==> src/rtl/multi_zone_irrigation_scheduler_if.sv <==
// multi_zone_irrigation_scheduler_if: sensor inputs and actuator outputs of the irrigation scheduler
interface multi_zone_irrigation_scheduler_if #(
  parameter int ZONES       = 4,
  parameter int TIMER_WIDTH = 8
) ();
  localparam int ZW = $clog2(ZONES);
  logic                   low_water_level;
  logic                   mid_water_level;
  logic                   high_water_level;
  logic                   air_humidity;
  logic                   low_temperature;
  logic [ZONES-1:0]       earth_humidity;
  logic                   abort;
  logic [ZONES-1:0]       zone_valve;
  logic [ZW-1:0]          active_zone;
  logic                   splinker_bomb;
  logic                   dripper_valvule;
  logic [TIMER_WIDTH-1:0] remaining_seconds;
  logic                   water_supply_valvule;
  logic                   alarm;
  logic                   conflicting_values;
  modport slave (
    input  low_water_level, mid_water_level, high_water_level, air_humidity, low_temperature,
           earth_humidity, abort,
    output zone_valve, active_zone, splinker_bomb, dripper_valvule, remaining_seconds,
           water_supply_valvule, alarm, conflicting_values
  );
  modport master (
    output low_water_level, mid_water_level, high_water_level, air_humidity, low_temperature,
           earth_humidity, abort,
    input  zone_valve, active_zone, splinker_bomb, dripper_valvule, remaining_seconds,
           water_supply_valvule, alarm, conflicting_values
  );
endinterface

==> src/rtl/multi_zone_irrigation_scheduler.sv <==
// multi_zone_irrigation_scheduler: round-robin multi-zone irrigation FSM with per-run timer, supply hysteresis and conflict alarm
module multi_zone_irrigation_scheduler #(
  parameter int ZONES          = 4,
  parameter int TIMER_WIDTH    = 8,
  parameter int TICK_DIV       = 50_000_000,
  parameter int SPRINKLER_TIME = 60,
  parameter int DRIPPER_TIME   = 180
) (
  input logic clock,
  input logic reset,
  multi_zone_irrigation_scheduler_if.slave bus
);
  localparam int ZW = $clog2(ZONES);
  localparam int PW = $clog2(TICK_DIV);
  localparam logic [ZONES-1:0] ONE = 1;
  typedef enum logic [1:0] {IDLE, RUN, HOLD, ERROR} state_t;
  state_t state_q, state_d;
  logic [ZW-1:0] ptr_q, ptr_d, zone_q, zone_d, cand, nxt;
  logic [ZW:0] sum;
  logic [TIMER_WIDTH-1:0] rem_q, rem_d;
  logic [PW-1:0] pre_q, pre_d;
  logic mode_q, mode_d, supply_q, supply_d, conf_q, alarm_q;
  logic conflict_now, tick, spr, low, mid, high;
  logic [ZONES-1:0] req;
  assign low          = bus.low_water_level;
  assign mid          = bus.mid_water_level;
  assign high         = bus.high_water_level;
  assign conflict_now = (mid & ~low) | (high & ~mid);
  assign req          = ~bus.earth_humidity;
  assign tick         = pre_q == PW'(TICK_DIV - 1);
  assign spr          = mid & ~bus.air_humidity & ~bus.low_temperature;
  assign nxt          = zone_q == ZW'(ZONES - 1) ? '0 : zone_q + 1'b1;
  assign supply_d     = conflict_now ? 1'b0 : ~mid ? 1'b1 : high ? 1'b0 : supply_q;
  always_comb begin
    cand = '0;
    sum  = '0;
    for (int i = ZONES - 1; i >= 0; i--) begin
      sum = {1'b0, ptr_q} + (ZW + 1)'(i);
      sum = sum >= (ZW + 1)'(ZONES) ? sum - (ZW + 1)'(ZONES) : sum;
      cand = req[sum[ZW-1:0]] ? sum[ZW-1:0] : cand;
    end
  end
  always_comb begin
    state_d = state_q;
    ptr_d   = ptr_q;
    zone_d  = zone_q;
    mode_d  = mode_q;
    rem_d   = rem_q;
    pre_d   = pre_q;
    case (state_q)
      IDLE: begin
        if (conflict_now) state_d = ERROR;
        else if (low && |req) begin
          state_d = RUN;
          zone_d  = cand;
          mode_d  = spr;
          rem_d   = spr ? TIMER_WIDTH'(SPRINKLER_TIME) : TIMER_WIDTH'(DRIPPER_TIME);
          pre_d   = '0;
        end
      end
      RUN: begin
        if (conflict_now) begin
          state_d = ERROR;
          rem_d   = '0;
        end else if (bus.abort || bus.earth_humidity[zone_q]) begin
          state_d = IDLE;
          ptr_d   = nxt;
          rem_d   = '0;
        end else if (!low) state_d = HOLD;
        else begin
          pre_d = tick ? '0 : pre_q + 1'b1;
          rem_d = tick ? rem_q - 1'b1 : rem_q;
          state_d = tick && rem_q == 1 ? IDLE : RUN;
          ptr_d = tick && rem_q == 1 ? nxt : ptr_q;
        end
      end
      HOLD: begin
        if (conflict_now) begin
          state_d = ERROR;
          rem_d   = '0;
        end else if (bus.abort) begin
          state_d = IDLE;
          ptr_d   = nxt;
          rem_d   = '0;
        end else if (low) state_d = RUN;
      end
      default: state_d = conflict_now ? ERROR : IDLE;
    endcase
  end
  always_ff @(posedge clock) begin
    if (reset) begin
      state_q  <= IDLE;
      ptr_q    <= '0;
      zone_q   <= '0;
      mode_q   <= 1'b0;
      rem_q    <= '0;
      pre_q    <= '0;
      supply_q <= 1'b0;
      conf_q   <= 1'b0;
      alarm_q  <= 1'b0;
    end else begin
      state_q  <= state_d;
      ptr_q    <= ptr_d;
      zone_q   <= zone_d;
      mode_q   <= mode_d;
      rem_q    <= rem_d;
      pre_q    <= pre_d;
      supply_q <= supply_d;
      conf_q   <= conflict_now;
      alarm_q  <= conflict_now | ~mid;
    end
  end
  assign bus.zone_valve           = state_q == RUN ? ONE << zone_q : '0;
  assign bus.active_zone          = zone_q;
  assign bus.splinker_bomb        = state_q == RUN && mode_q;
  assign bus.dripper_valvule      = state_q == RUN && !mode_q;
  assign bus.remaining_seconds    = rem_q;
  assign bus.water_supply_valvule = supply_q;
  assign bus.alarm                = alarm_q;
  assign bus.conflicting_values   = conf_q;
endmodule

==> src/flat_wrapper.sv <==
// flat-port wrapper written by rule: the top's interface ports become plain ports
module multi_zone_irrigation_scheduler_flat 
#(
  parameter int ZONES          = 4,
  parameter int TIMER_WIDTH    = 8,
  parameter int TICK_DIV       = 50_000_000,
  parameter int SPRINKLER_TIME = 60,
  parameter int DRIPPER_TIME   = 180
)
  (clock, reset, bus_low_water_level, bus_mid_water_level, bus_high_water_level, bus_air_humidity, bus_low_temperature, bus_earth_humidity, bus_abort, bus_zone_valve, bus_active_zone, bus_splinker_bomb, bus_dripper_valvule, bus_remaining_seconds, bus_water_supply_valvule, bus_alarm, bus_conflicting_values);
  multi_zone_irrigation_scheduler_if #(.ZONES(ZONES), .TIMER_WIDTH(TIMER_WIDTH)) bus_i ();
  input logic clock;
  input logic reset;
  input wire logic [$bits(bus_i.low_water_level)-1:0] bus_low_water_level;
  input wire logic [$bits(bus_i.mid_water_level)-1:0] bus_mid_water_level;
  input wire logic [$bits(bus_i.high_water_level)-1:0] bus_high_water_level;
  input wire logic [$bits(bus_i.air_humidity)-1:0] bus_air_humidity;
  input wire logic [$bits(bus_i.low_temperature)-1:0] bus_low_temperature;
  input wire logic [$bits(bus_i.earth_humidity)-1:0] bus_earth_humidity;
  input wire logic [$bits(bus_i.abort)-1:0] bus_abort;
  output wire logic [$bits(bus_i.zone_valve)-1:0] bus_zone_valve;
  output wire logic [$bits(bus_i.active_zone)-1:0] bus_active_zone;
  output wire logic [$bits(bus_i.splinker_bomb)-1:0] bus_splinker_bomb;
  output wire logic [$bits(bus_i.dripper_valvule)-1:0] bus_dripper_valvule;
  output wire logic [$bits(bus_i.remaining_seconds)-1:0] bus_remaining_seconds;
  output wire logic [$bits(bus_i.water_supply_valvule)-1:0] bus_water_supply_valvule;
  output wire logic [$bits(bus_i.alarm)-1:0] bus_alarm;
  output wire logic [$bits(bus_i.conflicting_values)-1:0] bus_conflicting_values;
  assign bus_i.low_water_level = bus_low_water_level;
  assign bus_i.mid_water_level = bus_mid_water_level;
  assign bus_i.high_water_level = bus_high_water_level;
  assign bus_i.air_humidity = bus_air_humidity;
  assign bus_i.low_temperature = bus_low_temperature;
  assign bus_i.earth_humidity = bus_earth_humidity;
  assign bus_i.abort = bus_abort;
  assign bus_zone_valve = bus_i.zone_valve;
  assign bus_active_zone = bus_i.active_zone;
  assign bus_splinker_bomb = bus_i.splinker_bomb;
  assign bus_dripper_valvule = bus_i.dripper_valvule;
  assign bus_remaining_seconds = bus_i.remaining_seconds;
  assign bus_water_supply_valvule = bus_i.water_supply_valvule;
  assign bus_alarm = bus_i.alarm;
  assign bus_conflicting_values = bus_i.conflicting_values;
  multi_zone_irrigation_scheduler #(.ZONES(ZONES), .TIMER_WIDTH(TIMER_WIDTH), .TICK_DIV(TICK_DIV), .SPRINKLER_TIME(SPRINKLER_TIME), .DRIPPER_TIME(DRIPPER_TIME)) u_core (.clock(clock), .reset(reset), .bus(bus_i));
endmodule
==> config.mk <==
export PLATFORM = sky130hd
export DESIGN_NAME = multi_zone_irrigation_scheduler_flat
export DESIGN_NICKNAME = d
export VERILOG_FILES = /design/src/rtl/multi_zone_irrigation_scheduler_if.sv /design/src/rtl/multi_zone_irrigation_scheduler.sv /design/src/flat_wrapper.sv
export SDC_FILE = /design/constraint.sdc
export NUM_CORES = 1
export LEC_CHECK = 0
export ABC_AREA = 1
export BUFFER_PORTS_ARGS = -buffer_cell sky130_fd_sc_hd__buf_2
export CORE_MARGIN = 5
export CORE_UTILIZATION = 44
export DETAILED_ROUTE_END_ITERATION = 8
export PLACE_DENSITY = 0.66
export SLEW_MARGIN = 20
export SYNTH_ARGS = -nofsm -noshare
export SYNTH_HDL_FRONTEND = slang
export SYNTH_SLANG_ARGS = --single-unit
export TNS_END_PERCENT = 5
==> constraint.sdc <==
create_clock -name clock -period 2.3 [get_ports clock]
set_clock_uncertainty 0.15 [all_clocks]
set_input_delay 0.23 -clock clock [delete_from_list [all_inputs] [get_ports clock]]
set_output_delay 0.23 -clock clock [all_outputs]
set_load 0.05 [all_outputs]
Word level (Yosys, flattened, before mapping). Cells that the tools add are included.

Flip-flop bits (word level): 44. Bits of input ports: 12. Output and inout bits: 19. Word-level logic and storage cells: 135.

Add/sub/neg operators: 10. Order comparisons: 9. Equality and inequality tests: 20. Shifts and indexed selects: 1. Mux-type cells: 57. Bitwise gates (word level): 12. Reduce and logical (&&, ||, !) cells: 17.

Operators by type and width (count): $mux 26 (6); $mux 8 (9); $pmux 26 s2 (1); $mux 2 (24); $add 26x1->26 const B (1); $eq 26x26->1 const B (1); $pmux 8 s3 (1); $reduce_and 6->1 (3); $lt 2x3->1 const B (5); $ne 2x2->1 const B (6); $bmux 1 s2 (5); $ge 3x3->1 const B (3); $eq 8x1->1 const B (1); $mux 1 (8); $sub 2x1->2 const B (4); $sub 8x1->8 const B (1); $add 2x2->3 const B (2); $ne 3x1->1 const B (2); $ne 3x2->1 const B (2); $pmux 2 s3 (1); $not 1->1 (5); $and 1x1->1 (4); $eq 2x2->1 const B (2); $logic_and 1x1->1 (4); other kinds (22) (25).

Depth between registers and ports, before layout. Gate-level depths: netlist of run 1.

Depth after elaboration: 9. Depth in mapped cells: 14. Depth with buffers taken out: 13.

Worst setup path after synthesis of run 1. OpenSTA, ideal clock, no wires.

Kind: register to register. Start: register u_core.zone_q[0], in the netlist u_core.bus.active_zone[0]. End: register u_core.rem_q[3], in the netlist u_core.bus.remaining_seconds[3]. Setup time: 0.117 ns. Data arrival time: 1.828 ns. Slack: 0.205 ns. Stages on the path, launching flop included: 13. Clock period less this slack: 2.095 ns. Cell sequence: dfxtp_1 inv_1 nand2_1 nand3_1 nand3_2 inv_1 nand2_1 nand3_1 nand2_1 buf_6 nand3_1 nand2_1 nor2_1.

Longest elaborated chain between the ends: 6. Elaborated cells on any way between the ends: 9. Classes of those cells: eq/ne (2); mux (5); reduce/logical (2).

RTL lines: from (decl) (line multi_zone_irrigation_scheduler.sv:18) `logic [ZW-1:0] ptr_q, ptr_d, zone_q, zone_d, cand, nxt;`; from (signal assigned) (line multi_zone_irrigation_scheduler.sv:104) `zone_q <= zone_d;`; $bmux 1 s2 * (line multi_zone_irrigation_scheduler.sv:65) `end else if (bus.abort || bus.earth_humidity[zone_q]) begin`; $mux 1 (implied by the code) * (line multi_zone_irrigation_scheduler.sv:65); $logic_or 1x1->1 * (line multi_zone_irrigation_scheduler.sv:65); $mux 8 (line multi_zone_irrigation_scheduler.sv:65); $mux 8 (line multi_zone_irrigation_scheduler.sv:62) `if (conflict_now) begin`; $pmux 8 s3 (line multi_zone_irrigation_scheduler.sv:50) `case (state_q)`; to (signal assigned) (line multi_zone_irrigation_scheduler.sv:106) `rem_q <= rem_d;`; to (decl) (line multi_zone_irrigation_scheduler.sv:20) `logic [TIMER_WIDTH-1:0] rem_q, rem_d;`.

Mark *: on every way between the ends. The rest lies on a longest branch, timed or not. The select of a mux whose other input is x is not followed. A chain may end at the register's enable or synchronous reset.

Worst setup path in the final report of run 1.
Start: register u_core.pre_q[0]. End: register u_core.pre_q[20].

Longest elaborated chain between the ends: 6. Elaborated cells on any way between the ends: 7. Classes of those cells: add/sub (1); eq/ne (1); mux (5).

RTL lines: from (decl) (line multi_zone_irrigation_scheduler.sv:21) `logic [PW-1:0] pre_q, pre_d;`; from (signal assigned) (line multi_zone_irrigation_scheduler.sv:107) `pre_q <= pre_d;`; $add 26x1->26 or $eq 26x26->1 (tied branches) (line multi_zone_irrigation_scheduler.sv:71, multi_zone_irrigation_scheduler.sv:30); $mux 26 * (line multi_zone_irrigation_scheduler.sv:71) `pre_d = tick ? '0 : pre_q + 1'b1;`; $mux 26 * (line multi_zone_irrigation_scheduler.sv:69) `end else if (!low) state_d = HOLD;`; $mux 26 * (line multi_zone_irrigation_scheduler.sv:65); $mux 26 * (line multi_zone_irrigation_scheduler.sv:62); $pmux 26 s2 * (line multi_zone_irrigation_scheduler.sv:50).

Marks and branches as above.

==> flow_summary_export.csv, run 1 <==
group,metric,value,unit
timing,slew_headroom,69.2,%
synth,ys_seq_area_share,28.4,%
power_and_ir_drop,power_density,1020,mW/mm^2
placed_design,hpwl,5.92,mm
critical_path,critical-path-top-delay-family,"simple AND/OR/NAND/NOR gates",
floorplanning,floorplan.die_area,0.00882,sq mm
critical_path,crit_path_max_incr_delay,0.40,ns
floorplanning,coreArea,0.00683,sq mm
global_routing,overflow,0,
route,wl_per_cell,11.8,um
route,firstDrtPassIters,4,
synth,netlist_area,0.00310,sq mm
critical_path,critical_path_arrival,2.17,ns
critical_path,path_common_cell,"nor2_1",
synth,avgSynthCellArea,6.01,sq um
route,drcViolationCount,0,
floorplanning,start_util,45.3,%
critical_path,startpoint_type,"flop",
layout,syn2layout_area_growth,10.9,%
layout,finalNetCount,570,
timing,setup_tns,0,ns
route,drtAntennaViolNets,0,
clock_network,cts_sinks,44,
critical_path,crit_required,2.39,ns
floorplanning,io_pins,31,
clock_network,numCtsBuffers,5,
synth,synth_top_cell_by_area,"dfxtp_1",
clock_network,clock_path_buffers,2,
synth,ys.flop_type,"dfxtp_1",
synth,ys_types,37,
critical_path,end_kind,"flop",
clock_network,clk_latency,0.30,ns
timing,slew_violations,0,
global_routing,grt_pass1_wl,13.2,mm
synth,synth_top_area_share,28.4,%
clock_network,hold_buffers,0,
placed_design,gp_congestion,0.923,
power_and_ir_drop,irDropWorstVdd,789,uV
timing,hold_viol,0,
global_routing,antenna_found_initial,0,
route,initialDrtViolationCount,141,
timing,tightest_slew,0.461,ns
global_routing,grt_pass1_vias,3078,
synth,syn-num-nets,538,
layout,drive_gt1_share,11.0,%
global_routing,track_usage,18.2,%
timing,period_needed,2.08,ns
layout,final_cell_mix,"nand2_1, nor2_1, inv_1",
synth,synthArstFlopShare,0,%
timing,rsz0062_at_grt,"false",
placed_design,io_buffers,30,
synth,synthCells,515,
timing,fmax,481,MHz
clock_network,clk_pin_slew,0.08,ns
critical_path,critPathKind,"flop to flop",
layout,diodes,0,
timing,timing.final.crit_share,90.4,%
layout,final_common_cell,"nand2_1",
critical_path,crit_buf_inv,1,
floorplanning,die_width,93.9,um
synth,ys_warn_count,0,
hold_path,min_path_type,"input port to flop",
floorplanning,die_y,93.9,um
power_and_ir_drop,leakagePower,1.48,nW
timing,finalSetupViolCount,0,
clock_network,cts_tree,"yes",
synth,synth_edf_count,0,
critical_path,crit_path_max_fanout,5,
clock_network,htree_levels,2,
floorplanning,rows,30,
clock_network,root_buffer,"clkbuf_8",
flow_run,max_cap_violations,0,
route,viasPerCell,4.96,
synth,synthTopCellsByArea,"dfxtp_1, nand2_1, nor2_1, inv_1, nand3_1",
route,num_vias,3189,
route,wl,7.61,mm
global_routing,grt_max_degree,23,
run_status,status,"completed",
critical_path,cp_slowest_cell,"dfxtp_1",
layout,final_core_util,50.3,%
critical_path,crit_path_cell_trace,"ha_1 > inv_1 > nor2_4 > nand2_1 > nor2_1 > nand2_1 > nor2_1 > nand4_1 > nor2_1 > nor2_1 > nor2_1",
synth,ys_ff_latch,44,
-- path summary, 6_finish.rpt --
path	start	end	cells after the start	slack [ns]
hold reg to reg	u_core.mode_q	u_core.mode_q	2	0.33
setup / recovery	u_core.pre_q[0]	u_core.pre_q[20]	11	0.22
setup reg to reg	u_core.pre_q[0]	u_core.pre_q[20]	11	0.22
hold / removal	bus_mid_water_level	u_core.bus.alarm	2	0.02
-- cell usage after synthesis (2+ instances only) --
cell type	n
nand2_1	143
nor2_1	88
inv_1	66
dfxtp_1	44
nand3_1	36
a21oi_1	31
o21ai_0	18
nand4_1	13
ha_1	11
nor3_1	10
xor2_1	10
clkbuf_1	4
buf_2	3
buf_6	3
nand2_2	3
o21bai_1	3
xnor2_1	3
a31oi_1	2
buf_4	2
inv_2	2
nor2_2	2
nor2_4	2
o21ai_1	2
-- report_power, final --
part	leakage, nW	switching [mW]	internal [mW]
clock network	0.0410	0.261	0.207
logic	1.08	1.40	0.615
registers	0.358	0.141	0.883
-- worst reg2reg max path, cell delays in order (launching register included) --
cell and delay (ns):
dfxtp_1 0.40, ha_1 0.20, inv_1 0.08, nor2_4 0.17, nand2_1 0.09, nor2_1 0.15, nand2_1 0.10, nor2_1 0.24
nand4_1 0.14, nor2_1 0.15, nor2_1 0.05, nor2_1 0.07
-- registers in the layout, indices dropped and copies added (netlist names) --
| register | count |
|---|---|
| u_core.bus.remaining_seconds | 8 |
| u_core.mode_q | 1 |
| u_core.ptr_q | 2 |
| u_core.bus.conflicting_values | 1 |
| u_core.pre_q | 26 |
| u_core.bus.active_zone | 2 |
| u_core.bus.water_supply_valvule | 1 |
| u_core.bus.alarm | 1 |
| u_core.state_q | 2 |
-- repair_timing --
item	in CTS	in global routing
buffers inserted	0	0
setup endpoints to repair	0	36
resized for setup	0	6
endpoints found under the hold margin	0	0
-- final cells by class --
| type | instances | area (sq um) |
|---|---|---|
| Multi-Input combinational cell | 390 | 1890 |
| Sequential cell | 44 | 881 |
| Inverter | 69 | 264 |
| Tap cell | 96 | 120 |
| Clock buffer | 6 | 72.6 |
| Timing Repair Buffer | 37 | 206 |
| Clock inverter | 1 | 5.00 |
| Fill cell | 717 | 3400 |
-- stage by stage --
step | hold WS [ns] | power [mW] | instance area (sq um) | setup WS (ns) | cells
after global routing | 0.0389 | 3.81 | 3440 | 0.0104 | 643
after detailed placement | 0.315 | 3.03 | 3340 | 0.0798 | 636
after CTS | 0.0179 | 3.51 | 3420 | 0.0543 | 643
after floorplan | 0.149 | 2.66 | 3100 | 0.205 | 515
final | 0.0225 | 3.51 | 3440 | 0.221 | 643
after global placement | 0.300 | 3.01 | 3340 | 0.113 | 636
-- metal layers --
layer	part of all wire (%)	up-vias	track usage (%)
met2	46	61	31.0
met4	1.5	0	5.66
met1	48	1428	23.2
met3	4.4	14	3.29
li1	-	1686	-
met5	0	-	0
-- cell families after synthesis --
group / synth area share [%]
buf+inv: 10.9
flops: 28.4
compound gates: 10.4
xor+xnor: 3.68
fa+ha+maj: 4.44
simple gates: 42.1
Power figures use the tool's default switching activity.
==> inputs of run 2 (changes only) <==
--- a/config.mk
+++ b/config.mk
@@ -6,11 +6,11 @@
 export NUM_CORES = 1
 export LEC_CHECK = 0
 export ABC_AREA = 1
+export ABC_CLOCK_PERIOD_IN_PS = 2300
 export BUFFER_PORTS_ARGS = -buffer_cell sky130_fd_sc_hd__buf_2
 export CORE_MARGIN = 5
 export CORE_UTILIZATION = 44
 export DETAILED_ROUTE_END_ITERATION = 8
-export PLACE_DENSITY = 0.66
 export SLEW_MARGIN = 20
 export SYNTH_ARGS = -nofsm -noshare
 export SYNTH_HDL_FRONTEND = slang
==> flow_summary_export.csv, run 2 (synthesis results as in run 1) <==
group,metric,value,unit
route,wl_per_cell,12.1,um
timing,period_needed,2.08,ns
floorplanning,floorplan.die_area,0.00882,sq mm
clock_network,postCtsSetupBuffers,0,
hold_path,min_path_type,"input port to flop",
critical_path,reg2reg_slack,0.22,ns
clock_network,clock_path_buffers,2,
clock_network,cts_sinks,44,
critical_path,crit_path_cell_trace,"ha_1 > inv_1 > nor2_2 > buf_4 > nand2_1 > nor2_1 > nand2_1 > nor2_2 > nand4_1 > nor2_1 > nor2_1 > nor2_1",
global_routing,overflow,0,
global_routing,track_usage,18.5,%
route,num_vias,3206,
critical_path,crit_path_max_fanout,5,
floorplanning,die_y,93.9,um
floorplanning,rows,30,
route,maxUsedRoutingLayer,"met4",
route,met3WireLength,417,um
clock_network,htree_levels,2,
global_routing,antenna_found_initial,0,
floorplanning,start_util,45.3,%
floorplanning,die_width,93.9,um
route,viasPerCell,4.96,
critical_path,cp_slowest_cell,"dfxtp_2",
placed_design,hpwl,5.95,mm
timing,rsz0062_at_grt,"false",
clock_network,root_buffer,"clkbuf_8",
hold_path,hold_path_startpoint,"bus_mid_water_level",
timing,setup_tns,0,ns
clock_network,ctsResizeCount,0,
layout,largest_reg_flops,26,
placed_design,io_buffers,30,
placed_design,pre_cts_slack,0.0550,ns
timing,timing.final.ws_setup,0.224,ns
global_routing,grt_max_degree,23,
power_and_ir_drop,irDropWorstVdd,668,uV
route,drcViolationCount,0,
timing,fmax,482,MHz
layout,finalNetCount,573,
critical_path,startpoint_type,"flop",
clock_network,clk_latency,0.30,ns
critical_path,end_kind,"flop",
placed_design,place_inst,639,
timing,slew_violations,0,
floorplanning,coreArea,0.00683,sq mm
layout,top_register,"u_core.pre_q",
clock_network,clk_pin_slew,0.09,ns
clock_network,cts_tree,"yes",
route,met2_length,3.53,mm
timing,tightest_slew,0.475,ns
layout,final_cells,646,
timing,finalSetupViolCount,0,
hold_path,min_to,"u_core.bus.alarm",
global_routing,grt_pass1_wl,13.4,mm
layout,final_cell_mix,"nand2_1, nor2_1, inv_1",
critical_path,worst-r2r-cell-count,12,
floorplanning,io_pins,31,
layout,diodes,0,
critical_path,crit_path_max_incr_delay,0.37,ns
power_and_ir_drop,power_density,1020,mW/mm^2
critical_path,crit_required,2.40,ns
route,drtAntennaViolNets,0,
critical_path,critPathKind,"flop to flop",
critical_path,critical_path_arrival,2.17,ns
timing,slew_headroom,68.3,%
layout,drive_gt1_share,11.6,%
layout,syn2layout_area_growth,11.4,%
power_and_ir_drop,leakagePower,1.50,nW
placed_design,dpl_cell_area,0.00336,sq mm
global_routing,grt_pass1_vias,3075,
layout,fillers,738,
run_status,status,"completed",
clock_network,hold_buffers,0,
flow_run,max_cap_violations,0,
timing,hold_viol,0,
layout,final_common_cell,"nand2_1",
critical_path,path_common_cell,"nor2_1",
hold_path,whs_path_depth,2,
route,wl_met1,3.71,mm
clock_network,numCtsBuffers,5,
timing,holdWs,0.0272,ns
critical_path,reg2reg_to,"u_core.pre_q[20]",
route,firstDrtPassIters,4,
timing,timing.final.crit_share,90.3,%
route,wl,7.79,mm
layout,stdcell_area,0.00345,sq mm
route,initialDrtViolationCount,152,
critical_path,rr_startpoint,"u_core.pre_q[0]",
placed_design,gp_congestion,0.889,
[run 2: layout make-up]
class | instances | area [sq um] | area share (%)
Inverter | 69 | 264 | 7.65
Timing Repair Buffer | 40 | 225 | 6.53
Clock inverter | 1 | 5.00 | 0.145
Multi-Input combinational cell | 390 | 1880 | 54.5
Tap cell | 96 | 120 | 3.48
Clock buffer | 6 | 72.6 | 2.10
Sequential cell | 44 | 882 | 25.6
[run 2: metrics by stage]
stage	power, mW	util, %
after global placement	3.03	49.2
after floorplan	2.66	-
after global routing	3.84	50.5
final	3.53	50.5
after CTS	3.54	50.4
after detailed placement	3.05	49.2
[run 2: where the power goes]
group	internal, mW	leakage [nW]	switching (mW)	total, mW
Sequential	0.885	0.359	0.136	1.02
Clock	0.207	0.0410	0.275	0.483
Combinational	0.610	1.10	1.41	2.02
[run 2: critical path, delay by kind of cell, from the launching register on]
family | cells | cell delay (ns)
adders and majority gates | 1 | 0.17
buffers and inverters | 2 | 0.21
DFF | 1 | 0.37
and+or+nand+nor | 9 | 1.11
[run 2: worst max path at each step]
stage                               from                         endpoint  slack [ns]
5_1_grt                  u_core.pre_q[1]                 u_core.pre_q[20]       0.004
4_1_cts                  u_core.pre_q[0]                 u_core.pre_q[20]        0.02
6_report                 u_core.pre_q[0]                 u_core.pre_q[20]        0.22
3_5_place_dp             u_core.pre_q[0]                 u_core.pre_q[20]        0.05
2_1_floorplan  u_core.bus.active_zone[0]  u_core.bus.remaining_seconds[3]        0.20
3_3_place_gp             u_core.pre_q[0]                 u_core.pre_q[20]        0.03
[run 2: routing by layer]
| metal | vias to the layer above | global-route usage [%] |
|---|---|---|
| li1 | 1694 | - |
| met1 | 1425 | 23.6 |
| met2 | 74 | 31.1 |
| met3 | 13 | 3.37 |
| met4 | 0 | 6.38 |
| met5 | - | 0 |
